[config.mk]
export PLATFORM = sky130hd
export DESIGN_NAME = dmem_arbiter
export DESIGN_NICKNAME = d
export VERILOG_FILES = /design/src/rtl/dmem_arbiter.sv
export SDC_FILE = /design/constraint.sdc
export NUM_CORES = 1
export LEC_CHECK = 0
export ABC_AREA = 0
export CAP_MARGIN = 20
export CORE_ASPECT_RATIO = 1.2
export CORE_UTILIZATION = 38
export DETAILED_ROUTE_END_ITERATION = 8
export PLACE_DENSITY_LB_ADDON = 0.08
export SLEW_MARGIN = 20
export SYNTH_ARGS = -nofsm -noshare
export SYNTH_HDL_FRONTEND = slang
export SYNTH_SLANG_ARGS = --single-unit
[constraint.sdc]
create_clock -name clk -period 1.6 [get_ports clk]
set_input_delay 0.24 -clock clk [delete_from_list [all_inputs] [get_ports clk]]
set_output_delay 0.24 -clock clk [all_outputs]
set_load 0.01 [all_outputs]
[src/rtl/dmem_arbiter.sv]
// Round-robin arbiter sharing a single-port data memory between CPU (port 0) and DMA (port 1).
// Latency: request sampled at edge N -> gnt during cycle N+1 -> rvalid/rdata during cycle N+2.
// Backpressure: requesters hold req until their gnt; one access in flight, one access per 3 cycles.
//
// Ports:
//   clk, rst_n                     clock, asynchronous active-low reset
//   req0/we0/addr0/wdata0          port 0 request (CPU load/store)
//   gnt0, rvalid0                  port 0 accept pulse, completion pulse
//   req1/we1/addr1/wdata1          port 1 request (loader/debug DMA)
//   gnt1, rvalid1                  port 1 accept pulse, completion pulse
//   rdata                          read data of the last completed read (shared)
//   busy                           high while an access is in progress
//   mem_addr/mem_we/mem_wdata      data memory request side
//   mem_rdata                      data memory combinational read data

module dmem_arbiter #(
  parameter int ADDR_W = 15,
  parameter int DATA_W = 32
) (
  input  logic              clk,
  input  logic              rst_n,
  input  logic              req0,
  input  logic              we0,
  input  logic [ADDR_W-1:0] addr0,
  input  logic [DATA_W-1:0] wdata0,
  output logic              gnt0,
  output logic              rvalid0,
  input  logic              req1,
  input  logic              we1,
  input  logic [ADDR_W-1:0] addr1,
  input  logic [DATA_W-1:0] wdata1,
  output logic              gnt1,
  output logic              rvalid1,
  output logic [DATA_W-1:0] rdata,
  output logic              busy,
  output logic [ADDR_W-1:0] mem_addr,
  output logic              mem_we,
  output logic [DATA_W-1:0] mem_wdata,
  input  logic [DATA_W-1:0] mem_rdata
);

  typedef enum logic [1:0] {
    S_IDLE   = 2'd0,
    S_ACCESS = 2'd1,
    S_RESP   = 2'd2
  } state_e;

  state_e              state_q, state_d;
  logic                sel_we_q, sel_we_d;
  logic [ADDR_W-1:0]   sel_addr_q, sel_addr_d;
  logic [DATA_W-1:0]   sel_wdata_q, sel_wdata_d;
  logic                sel_port_q, sel_port_d;
  logic                last_winner_q, last_winner_d;
  logic                gnt0_q, gnt0_d;
  logic                gnt1_q, gnt1_d;
  logic                rvalid0_q, rvalid0_d;
  logic                rvalid1_q, rvalid1_d;
  logic [DATA_W-1:0]   rdata_q, rdata_d;
  logic                winner;

  always_ff @(posedge clk or negedge rst_n) begin
    if (!rst_n) begin
      state_q       <= S_IDLE;
      sel_we_q      <= 1'b0;
      sel_addr_q    <= '0;
      sel_wdata_q   <= '0;
      sel_port_q    <= 1'b0;
      // Starting at 1 makes port 0 win the first simultaneous request.
      last_winner_q <= 1'b1;
      gnt0_q        <= 1'b0;
      gnt1_q        <= 1'b0;
      rvalid0_q     <= 1'b0;
      rvalid1_q     <= 1'b0;
      rdata_q       <= '0;
    end else begin
      state_q       <= state_d;
      sel_we_q      <= sel_we_d;
      sel_addr_q    <= sel_addr_d;
      sel_wdata_q   <= sel_wdata_d;
      sel_port_q    <= sel_port_d;
      last_winner_q <= last_winner_d;
      gnt0_q        <= gnt0_d;
      gnt1_q        <= gnt1_d;
      rvalid0_q     <= rvalid0_d;
      rvalid1_q     <= rvalid1_d;
      rdata_q       <= rdata_d;
    end
  end

  always_comb begin
    state_d       = state_q;
    sel_we_d      = sel_we_q;
    sel_addr_d    = sel_addr_q;
    sel_wdata_d   = sel_wdata_q;
    sel_port_d    = sel_port_q;
    last_winner_d = last_winner_q;
    gnt0_d        = 1'b0;
    gnt1_d        = 1'b0;
    rvalid0_d     = 1'b0;
    rvalid1_d     = 1'b0;
    rdata_d       = rdata_q;
    winner        = 1'b0;

    unique case (state_q)
      S_IDLE: begin
        if (req0 || req1) begin
          // Lone requester wins outright; on a tie the port that lost last time wins.
          winner        = (req0 && req1) ? ~last_winner_q : req1;
          sel_port_d    = winner;
          last_winner_d = winner;
          sel_we_d      = winner ? we1    : we0;
          sel_addr_d    = winner ? addr1  : addr0;
          sel_wdata_d   = winner ? wdata1 : wdata0;
          gnt0_d        = ~winner;
          gnt1_d        = winner;
          state_d       = S_ACCESS;
        end
      end
      S_ACCESS: begin
        if (!sel_we_q) begin
          rdata_d = mem_rdata;
        end
        rvalid0_d = ~sel_port_q;
        rvalid1_d = sel_port_q;
        state_d   = S_RESP;
      end
      S_RESP: begin
        state_d = S_IDLE;
      end
      default: begin
        state_d = S_IDLE;
      end
    endcase
  end

  assign gnt0      = gnt0_q;
  assign gnt1      = gnt1_q;
  assign rvalid0   = rvalid0_q;
  assign rvalid1   = rvalid1_q;
  assign rdata     = rdata_q;
  assign busy      = (state_q != S_IDLE);
  assign mem_addr  = sel_addr_q;
  assign mem_wdata = sel_wdata_q;
  // Decoded from state so an asynchronous reset kills a write in the same cycle.
  assign mem_we    = (state_q == S_ACCESS) && sel_we_q;

endmodule

---- After elaboration in Yosys (flattened, before gate mapping) ----
Cells that the tools add are included.
Widths: inputs -> output; s select.
operators by class
  multiplexer cells ....................... 12
  equality and inequality tests ........... 2
  multiply operators ...................... 0
  bitwise logic cells ..................... 4
  shift operators ......................... 0
  reductions and logical operators ........ 7
  div/mod/pow operators ................... 0
  magnitude comparators ................... 0
  add/sub/neg operators ................... 0
operator list
  operator            count
  $mux 32             1
  $mux 15             1
  $mux 1              8
  $not 1->1           4
  $pmux 2 s2          1
  $reduce_and 2->1    2
  $eq 2x1->1 const B  1
  $logic_and 1x1->1   2
  $logic_not 2->1     1
  $mux 2              1
  $ne 2x2->1 const B  1
  $reduce_bool 2->1   1
  $logic_or 1x1->1    1
word-level totals
  memories ................................ 0
  bits in latches ......................... 0
  register bits ........................... 88
  output and inout bits ................... 85
  word-level logic and storage cells ...... 36
  bits in read-only memories .............. 0
  bits in writable memories ............... 0
  bits of input ports ..................... 132

---- Longest topological paths before layout ----
Gate-level depths: netlist of the first run.
  word-level depth ........................ 5
  mapped depth ............................ 6
  gate-level depth less buffers ........... 4

---- Least setup slack after synthesis of the first run ----
Ideal clock, no wire load.
  path kind ............................... register -> register
  start point ............................. register state_q[1]
  end point ............................... register rdata_q[1] (netlist: rdata[1])
  arrival ................................. 1.323 ns
  setup time .............................. 0.125 ns
  path buffers ............................ 1
  stages on the path, launching flop included .. 5
  period minus slack after synthesis ...... 1.448 ns
  required time ........................... 1.475 ns
  slack ................................... 0.152 ns
  cells stage by stage .................... dfrtp_1 > nand2b_1 > nor2_1 > buf_2 > mux2_2
between the ends
  word-level cells in the longest chain between the ends .. 2
RTL lines
  item                               line  source
  from (decl)                        48    state_e state_q, state_d;
  from (signal assigned)             76    state_q <= state_d;
  $eq 2x1->1                         104   unique case (state_q)
  $reduce_and 2->1 (no source line)  --
  to (signal assigned)               86    rdata_q <= rdata_d;
  to (decl)                          58    logic [DATA_W-1:0] rdata_q, rdata_d;
Every way passes these cells.
A chain may end at the register's enable or synchronous reset.

---- Worst setup path after layout of the first run ----
  start point ............................. register state_q[1]
  end point ............................... register sel_wdata_q[17] (netlist: mem_wdata[17])
between the ends
  word-level cells in the longest chain between the ends .. 2
RTL lines
  item                               line  source
  $logic_not 2->1                    104
  $reduce_and 2->1 (no source line)  --
  to (signal assigned)               79    sel_wdata_q <= sel_wdata_d;
  to (decl)                          51    logic [DATA_W-1:0] sel_wdata_q, sel_wdata_d;
Every way passes these cells.

==> results of run 1 <==
==> stage by stage <==
step	std cells	utilization	setup slack (ns)	cell area, um^2	setup TNS, ns
after floorplan	285	-	0.152	3630	0
after global placement	612	0.652	-0.170	5990	-7.55
after detailed placement	612	0.652	-0.219	5990	-8.89
after CTS	629	0.675	0.0223	6190	0
after global routing	629	0.675	-0.00619	6190	-0.0149
final	629	0.675	0.0618	6190	0
==> cells in the final DEF (no fill, tap or decap) <==
master           instances
buf_2                    1
nor2_4                   1
and3_1                  34
nand2_2                  1
inv_2                    1
clkinv_2                 1
clkdlybuf4s15_1          1
and3_4                   1
nor2_1                   2
bufinv_16                1
buf_12                   5
mux2_1                   6
a21bo_2                  1
dfstp_2                  1
a31oi_1                 14
nand2_1                 28
a21o_1                   2
buf_4                   12
clkbuf_1                 2
a21oi_1                 14
nand2b_1                 1
a221o_1                 34
a21boi_4                 1
clkinvlp_4               2
inv_1                    1
and2_1                   2
clkbuf_8                10
or2_1                    1
clkdlybuf4s50_1        213
dfrtp_1                 87
dlygate4sd3_1            1
mux2_2                  26
nor2_2                   1
==> flip-flops by register name, summed over array words and instances (netlist names) <==
register and flops:
gnt0 1, state_q 2, sel_port_q 1, rvalid1 1, gnt1 1, last_winner_q 1
mem_addr 15, sel_we_q 1, mem_wdata 32, rdata 32, rvalid0 1
==> final timing paths <==
| kind | startpoint | endpoint | slack, ns | cells past startpoint |
|---|---|---|---|---|
| worst max-delay path | state_q[1]$_DFFE_PN0P_ | mem_wdata[17]$_DFFE_PN0P_ | 0.06 | 6 |
| worst min-delay path | rst_n | rdata[7]$_DFFE_PN0P_ | 0.37 | 2 |
| worst max register to register | state_q[1]$_DFFE_PN0P_ | mem_wdata[17]$_DFFE_PN0P_ | 0.06 | 6 |
| worst min register to register | sel_port_q$_DFFE_PN0P_ | rvalid0$_DFF_PN0_ | 0.45 | 1 |
| max in group asynchronous | rst_n | last_winner_q$_DFFE_PN1P_ | 0.66 | 3 |
| min in group clk | addr1[1] | mem_addr[1]$_DFFE_PN0P_ | 0.44 | 3 |
==> cell families (layout without fill, tap and decap cells) <==
logic type,after synthesis,count (layout),synth area share
buffers and inverters,27,251,0.0428
multiplexers,32,32,0.0993
flip-flops,88,88,0.607
AO/OA/AOI/OAI,66,66,0.146
AND/OR/NAND/NOR,72,72,0.104
==> report_power, final <==
group	switching, W	internal (W)
registers	0.000608	0.00337
clock network	0.000736	0.000755
logic	0.00240	0.00351
total	0.00374	0.00763
==> layer usage <==
metal	vias to the layer above	track usage	part of all wire
met5	-	0	0
met4	0	0.122	0.033
met3	24	0.0495	0.067
met2	141	0.393	0.51
met1	1520	0.250	0.39
li1	1497	-	-
==> layout make-up <==
class,instances,share of cell area
clock inverters,3,0.00687
well taps,120,0.0243
clock buffers,12,0.0234
flip-flops and latches,88,0.356
repair buffers,233,0.379
multi-input cells,170,0.208
inverters,3,0.00243
==> worst max-delay path, stage by stage (launching register included) <==
cell	delay [ns]
dfrtp_1	0.37
buf_4	0.14
nor2_4	0.10
buf_4	0.14
nand2_2	0.11
buf_4	0.20
a221o_1	0.36
==> timing repair <==
| action | 4_1_cts | 5_1_grt |
|---|---|---|
| resized for setup | 4 | 4 |
| endpoints found under the hold margin | 27 | 0 |
| endpoints found under the setup margin | 2 | 6 |
| hold buffers | 1 | 0 |
| buffers inserted | 1 | 0 |
| pin swaps | 1 | 0 |
==> results.py, run 1 <==
metrics = {
    "power_and_ir_drop": {
        "power.leakage_nw": 2.68,
        "max-vdd-ir-drop_v": 0.000918,
        "cellPowerDensity_nw_per_um2": 1840,
        "finalPower_w": 0.0114,
    },
    "yosys": {
        "ys_top_cells_by_area": "dfrtp_1 60%, a221o_1 9.4%, mux2_2 8.1%",
        "synth_common_cells": "87 x dfrtp_1, 34 x a221o_1, 34 x and3_1, 28 x nand2_1, 26 x mux2_2",
        "synthesis.nets": 417,
        "syn_area_um2": 3630,
        "yosysTopAreaCell": "dfrtp_1",
        "synthMostInstantiatedCell": "dfrtp_1",
        "synth-seq-cells": 88,
        "synth_edf_count": 0,
        "synth_area_per_cell_um2": 12.7,
        "syn-instance-count": 285,
        "seq_area_frac_synth": 0.607,
        "yosys_most_used_dff": "dfrtp_1",
        "synth_cell_types": 25,
        "synth-async-reset-ratio": 1.00,
        "yosys_warnings": 0,
        "synth.top_cell.area_share": 0.600,
    },
    "global_route": {
        "first_global_vias": 3393,
        "antenna_found_initial": 0,
        "grt_usage": 0.222,
        "grt_max_degree": 36,
        "grt_first_pass_wirelength_um": 16800,
        "grt-ovfl-total": 0,
    },
    "placed_design": {
        "dpl.hpwl_um": 8000,
        "io_buffers": 216,
        "gp_congestion": 0.812,
    },
    "clock_tree": {
        "clk_latency_ns": 0.36,
        "clockRootBuffer": "clkbuf_8",
        "htreeDepth": 3,
        "clk_pin_slew_worst_paths_ns": 0.09,
        "cts_tree": "done",
        "cts_buffers": 9,
        "clk_path_buf_depth": 2,
        "clkSinkCount": 88,
    },
    "cells_and_area": {
        "num-nets-final": 637,
        "syn_to_final_growth_pct": 70.7,
        "drive_gt1_frac": 0.130,
        "ff_latch_area_um2": 2200,
        "antenna_cells": 0,
        "multi_input_area_um2": 1290,
        "fill_cells": 718,
    },
    "routing": {
        "vias_per_cell": 5.06,
        "ant_nets": 0,
        "vias": 3182,
        "drt_iter0_markers": 91,
        "totalWireLength_um": 10700,
        "wire_per_inst_um": 16.9,
        "drcViolationCount": 0,
        "first_pass_iters": 4,
    },
    "floorplanning": {
        "die_area_um2": 9940,
        "start_util": 0.395,
        "die_height_um": 109,
        "die_w_um": 91.2,
        "coreArea_um2": 9180,
        "ios": 217,
        "rows": 38,
    },
    "setup_path": {
        "critPathLaunchType": "register",
        "crit_fanout": 10,
        "path_class": "reg2reg",
        "arrival_ns": 1.77,
        "critical_path.endpoint_type": "register",
        "cp.required_ns": 1.83,
    },
    "run_status": {
        "outcome": "finished, final reports clean",
    },
    "hold_path": {
        "holdCritPathClass": "in2async",
    },
    "timing": {
        "finClkSkew_ns": 0.00977,
        "grt_setup_unrepaired": "true",
        "finalMaxSlewViolations": 0,
        "timing.final.crit_share": 0.961,
        "post-route-min-period_ns": 1.54,
        "worst_pin_slew_ns": 0.418,
        "fmax_ghz": 0.650,
        "holdWs_ns": 0.374,
        "max_slew_margin": 0.721,
        "setup_viol": 0,
        "hold_viol": 0,
    },
    "flow_run": {
        "maxCapViolCount": 0,
    },
}
No activity file was read; power rests on OpenSTA's default activity.
==> inputs of run 2 (changes only) <==
--- a/config.mk
+++ b/config.mk
@@ -7,11 +7,10 @@
 export LEC_CHECK = 0
 export ABC_AREA = 0
 export CAP_MARGIN = 20
-export CORE_ASPECT_RATIO = 1.2
 export CORE_UTILIZATION = 38
 export DETAILED_ROUTE_END_ITERATION = 8
 export PLACE_DENSITY_LB_ADDON = 0.08
-export SLEW_MARGIN = 20
+export SLEW_MARGIN = 40
 export SYNTH_ARGS = -nofsm -noshare
 export SYNTH_HDL_FRONTEND = slang
 export SYNTH_SLANG_ARGS = --single-unit
==> results.py, run 2 (synthesized netlist as in run 1, its figures left out) <==
metrics = {
    "setup_path": {
        "r2r_cells": 5,
        "rr_startpoint": "state_q[1]$_DFFE_PN0P_",
        "critPathLaunch": "state_q[1]$_DFFE_PN0P_",
        "critical_path.endpoint_type": "primary output",
        "path_class": "reg2out",
        "critPathLaunchType": "register",
        "crit_fanout": 2,
        "reg2reg_setup_slack_ns": 0.07,
        "cp.required_ns": 1.36,
        "crit_end": "mem_we",
        "arrival_ns": 1.33,
        "reg2reg_to": "rdata[4]$_DFFE_PN0P_",
    },
    "clock_tree": {
        "clk_path_buf_depth": 2,
        "htreeDepth": 3,
        "cts_tree": "done",
        "clk_latency_ns": 0.36,
        "clockRootBuffer": "clkbuf_8",
        "clkSinkCount": 88,
        "cts_buffers": 9,
        "clk_pin_slew_worst_paths_ns": 0.09,
    },
    "timing": {
        "finClkSkew_ns": 0.0105,
        "grt_setup_unrepaired": "true",
        "hold_viol": 0,
        "timing.final.crit_share": 0.981,
        "post-route-min-period_ns": 1.57,
        "holdWs_ns": 0.367,
        "worst_pin_slew_ns": 0.464,
        "max_slew_margin": 0.691,
        "fmax_ghz": 0.637,
        "finalMaxSlewViolations": 0,
        "final.setup.worst_slack_ns": 0.0301,
        "setup_viol": 0,
    },
    "floorplanning": {
        "coreArea_um2": 9240,
        "die_area_um2": 9940,
        "rows": 35,
        "die_w_um": 99.7,
        "start_util": 0.393,
        "die_height_um": 99.7,
        "ios": 217,
    },
    "global_route": {
        "grt_max_degree": 37,
        "grt-ovfl-total": 0,
        "grt_first_pass_wirelength_um": 15900,
        "antenna_found_initial": 0,
        "grt_usage": 0.210,
        "first_global_vias": 3182,
    },
    "routing": {
        "drt_iter0_markers": 60,
        "totalWireLength_um": 10600,
        "wire_per_inst_um": 16.4,
        "vias": 3244,
        "vias_per_cell": 5.03,
        "first_pass_iters": 4,
        "ant_nets": 0,
        "drcViolationCount": 0,
    },
    "flow_run": {
        "maxCapViolCount": 0,
    },
    "cells_and_area": {
        "drive_gt1_frac": 0.143,
        "final_cell_mix": "212 x clkdlybuf4s50_1, 87 x dfrtp_1, 34 x and3_1, 34 x a221o_1, 28 x nand2_1",
        "antenna_cells": 0,
        "num-nets-final": 643,
        "final_common_cell": "clkdlybuf4s50_1",
        "syn_to_final_growth_pct": 72.6,
        "finish.instance_area_um2": 6260,
    },
    "power_and_ir_drop": {
        "cellPowerDensity_nw_per_um2": 1830,
        "power.leakage_nw": 2.71,
        "max-vdd-ir-drop_v": 0.000842,
    },
    "placed_design": {
        "io_buffers": 216,
        "dpl.hpwl_um": 7790,
        "preCtsSetupSlack_ns": -0.221,
        "gp_congestion": 0.756,
        "post_dp_cell_area_um2": 6030,
    },
    "run_status": {
        "outcome": "finished, final reports clean",
    },
    "hold_path": {
        "holdCritPathClass": "in2async",
    },
}
-- run 2: cell type report --
class	instances	area, um^2
Sequential cell	88	2200
Timing Repair Buffer	238	2390
Inverter	3	15.0
Clock inverter	5	38.8
Clock buffer	11	151
Tap cell	129	161
Multi-Input combinational cell	171	1300
Fill cell	762	2980
-- run 2: power breakdown --
part	internal [W]	total [W]	leakage [nW]	switching [W]
clock	0.000654	0.00145	0.0842	0.000794
sequential	0.00337	0.00398	1.05	0.000616
combinational	0.00358	0.00600	1.58	0.00242
-- run 2: worst max-delay path, stage by stage (launching register included) --
cell,delay (ns)
dfrtp_1,0.41
nand2b_1,0.16
inv_1,0.07
and2_1,0.11
clkdlybuf4s15_2,0.23
-- run 2: routing by layer --
layer / up-vias / wire (um) / global-route usage
met5: - / 0 / 0
met4: 0 / 252 / 0.0792
met3: 17 / 782 / 0.0661
met2: 140 / 5270 / 0.360
met1: 1574 / 4270 / 0.245
li1: 1513 / - / -
-- run 2: how the worst min path moves through the flow --
stage | to | slack [ns] | cells past startpoint
3_3_place_gp | mem_addr[13]$_DFFE_PN0P_ | 0.23 | 1
4_1_cts | mem_wdata[1]$_DFFE_PN0P_ | 0.37 | 2
5_1_grt | mem_wdata[1]$_DFFE_PN0P_ | 0.40 | 2
6_report | mem_wdata[1]$_DFFE_PN0P_ | 0.37 | 2
3_5_place_dp | mem_wdata[1]$_DFFE_PN0P_ | 0.22 | 1
2_1_floorplan | gnt0$_DFF_PN0_ | -0.06 | 0
-- run 2: timing repair --
item / in CTS / in global routing
pin swaps: 1 / 1
setup endpoints to repair: 2 / 70
setup buffers: 2 / 0
hold endpoints to repair: 31 / 0
resized for setup: 4 / 4
hold buffers: 1 / 0
cloned: 0 / 1
-- run 2: through the flow --
stage                util  setup TNS [ns]  std cells  power, W
detailed placement  0.652           -7.91        625    0.0100
global placement    0.652           -5.91        625   0.00984
global route        0.678          -0.281        645    0.0121
floorplan               -               0        285   0.00670
CTS                 0.676               0        644    0.0115
finish              0.678               0        645    0.0114
==> inputs of run 3 (changes only) <==
--- a/config.mk
+++ b/config.mk
@@ -7,7 +7,11 @@
 export LEC_CHECK = 0
 export ABC_AREA = 0
 export CAP_MARGIN = 20
-export CORE_UTILIZATION = 38
+export CELL_PAD_IN_SITES_DETAIL_PLACEMENT = 0
+export CELL_PAD_IN_SITES_GLOBAL_PLACEMENT = 1
+export CORE_ASPECT_RATIO = 0.6
+export CORE_UTILIZATION = 28
+export CTS_CLUSTER_SIZE = 25
 export DETAILED_ROUTE_END_ITERATION = 8
 export PLACE_DENSITY_LB_ADDON = 0.08
 export SLEW_MARGIN = 40
==> results.py, run 3 (synthesized netlist as in run 1, its figures left out) <==
metrics = {
    "setup_path": {
        "cp_num_buf_inv": 1,
        "cp.depth": 1,
        "critPathLaunchType": "register",
        "r2r_cells": 6,
        "crit_fanout": 2,
        "max_stage_delay_ns": 0.56,
        "arrival_ns": 1.28,
        "cp_cell_sequence": "clkdlybuf4s50_1",
        "critical_path.endpoint_type": "primary output",
        "path_class": "reg2out",
        "cp_slowest_cell": "clkdlybuf4s50_1",
        "critPathTopFamily": "buffers and inverters",
        "reg2reg_setup_slack_ns": 0.10,
        "cp.required_ns": 1.36,
    },
    "cells_and_area": {
        "finish.instance_area_um2": 6520,
        "fill_cells": 1069,
        "num-nets-final": 647,
        "final_common_cell": "clkdlybuf4s50_1",
        "drive_gt1_frac": 0.146,
        "syn_to_final_growth_pct": 79.6,
        "post-route-util": 0.528,
        "final_cells": 685,
        "final_cell_mix": "213 x clkdlybuf4s50_1, 87 x dfrtp_1, 34 x and3_1, 34 x a221o_1, 28 x nand2_1",
        "antenna_cells": 0,
    },
    "timing": {
        "final.setup.worst_slack_ns": 0.0788,
        "fmax_ghz": 0.657,
        "worst_pin_slew_ns": 0.421,
        "grt_setup_unrepaired": "false",
        "timing.final.crit_share": 0.951,
        "holdWs_ns": 0.376,
        "post-route-min-period_ns": 1.52,
        "hold_viol": 0,
        "finalMaxSlewViolations": 0,
        "max_slew_margin": 0.719,
        "setup_viol": 0,
        "finClkSkew_ns": 0.00722,
    },
    "global_route": {
        "grt-ovfl-total": 0,
        "grt_max_degree": 36,
        "first_global_vias": 3158,
        "antenna_found_initial": 0,
        "grt_usage": 0.168,
        "grt_first_pass_wirelength_um": 17300,
    },
    "placed_design": {
        "gp_congestion": 0.745,
        "io_buffers": 216,
        "dpl.hpwl_um": 8110,
        "dp.cells": 664,
        "preCtsSetupSlack_ns": -0.160,
        "post_dp_cell_area_um2": 6150,
    },
    "clock_tree": {
        "cts_tree": "done",
        "clk_pin_slew_worst_paths_ns": 0.07,
        "clk_path_buf_depth": 2,
        "cts_buffers": 9,
        "clkSinkCount": 88,
        "htreeDepth": 3,
        "clockRootBuffer": "clkbuf_16",
        "clk_latency_ns": 0.34,
    },
    "hold_path": {
        "holdCritPathClass": "in2async",
    },
    "floorplanning": {
        "ios": 217,
        "die_area_um2": 13400,
        "rows": 31,
        "start_util": 0.294,
        "die_height_um": 90.2,
        "die_w_um": 149,
        "coreArea_um2": 12300,
    },
    "routing": {
        "ant_nets": 0,
        "first_pass_iters": 4,
        "drt_iter0_markers": 116,
        "vias": 3145,
        "drcViolationCount": 0,
        "vias_per_cell": 4.59,
        "totalWireLength_um": 11500,
        "wire_per_inst_um": 16.8,
    },
    "power_and_ir_drop": {
        "cellPowerDensity_nw_per_um2": 1920,
        "max-vdd-ir-drop_v": 0.000696,
        "power.leakage_nw": 2.82,
    },
    "run_status": {
        "outcome": "finished, final reports clean",
    },
    "flow_run": {
        "maxCapViolCount": 0,
    },
}
## run 3: changes by cell type in the layout (fill, tap and decap cells not counted), sizes merged, moves of 2 or more
cell / before / now
clkinvlp: 5 / 2
buf: 22 / 25
clkdlybuf4s15: 2 / 0
bufinv: 0 / 2
clkbuf: 11 / 13
## run 3: where the power goes
part           internal, W  switching (W)  leakage (nW)
sequential         0.00337       0.000619          1.05
clock              0.00141       0.000843         0.152
combinational      0.00372        0.00252          1.62
## run 3: per-stage QoR
| stage | setup TNS, ns | total power (W) |
|---|---|---|
| after detailed placement | -5.96 | 0.0102 |
| after floorplan | 0 | 0.00670 |
| after global placement | -4.55 | 0.0101 |
| final | 0 | 0.0125 |
| after global routing | 0 | 0.0132 |
| after CTS | 0 | 0.0126 |
## run 3: cell type report
class,count,area (um^2),area share
inverters,3,11.3,0.00173
clock inverters,5,80.1,0.0123
repair buffers,242,2470,0.379
multi-input cells,171,1300,0.200
well taps,165,206,0.0317
clock buffers,11,243,0.0373
flip-flops and latches,88,2200,0.338
## run 3: path summary, 6_finish.rpt
| kind | startpoint | endpoint |
|---|---|---|
| setup / recovery | mem_wdata[18]$_DFFE_PN0P_ | mem_wdata[18] |
| max in group asynchronous | rst_n | rdata[6]$_DFFE_PN0P_ |
| setup reg to reg | state_q[1]$_DFFE_PN0P_ | mem_wdata[14]$_DFFE_PN0P_ |
| hold reg to reg | sel_port_q$_DFFE_PN0P_ | rvalid0$_DFF_PN0_ |
| hold / removal | rst_n | mem_wdata[0]$_DFFE_PN0P_ |
| min in group clk | addr0[1] | mem_addr[1]$_DFFE_PN0P_ |
## run 3: layer usage
metal / track usage / vias up / wire length [um]
li1: - / 1518 / -
met2: 0.236 / 143 / 4740
met4: 0.0485 / 0 / 162
met3: 0.0665 / 14 / 1030
met1: 0.237 / 1470 / 5570
met5: 0 / - / 0
## run 3: timing repair
| item | 4_1_cts | 5_1_grt |
|---|---|---|
| endpoints found under the setup margin | 2 | 16 |
| setup buffers | 2 | 0 |
| resized for setup | 3 | 5 |
| pin swaps | 1 | 0 |
| hold buffers | 1 | 0 |
| cloned | 0 | 2 |
| hold endpoints to repair | 27 | 0 |
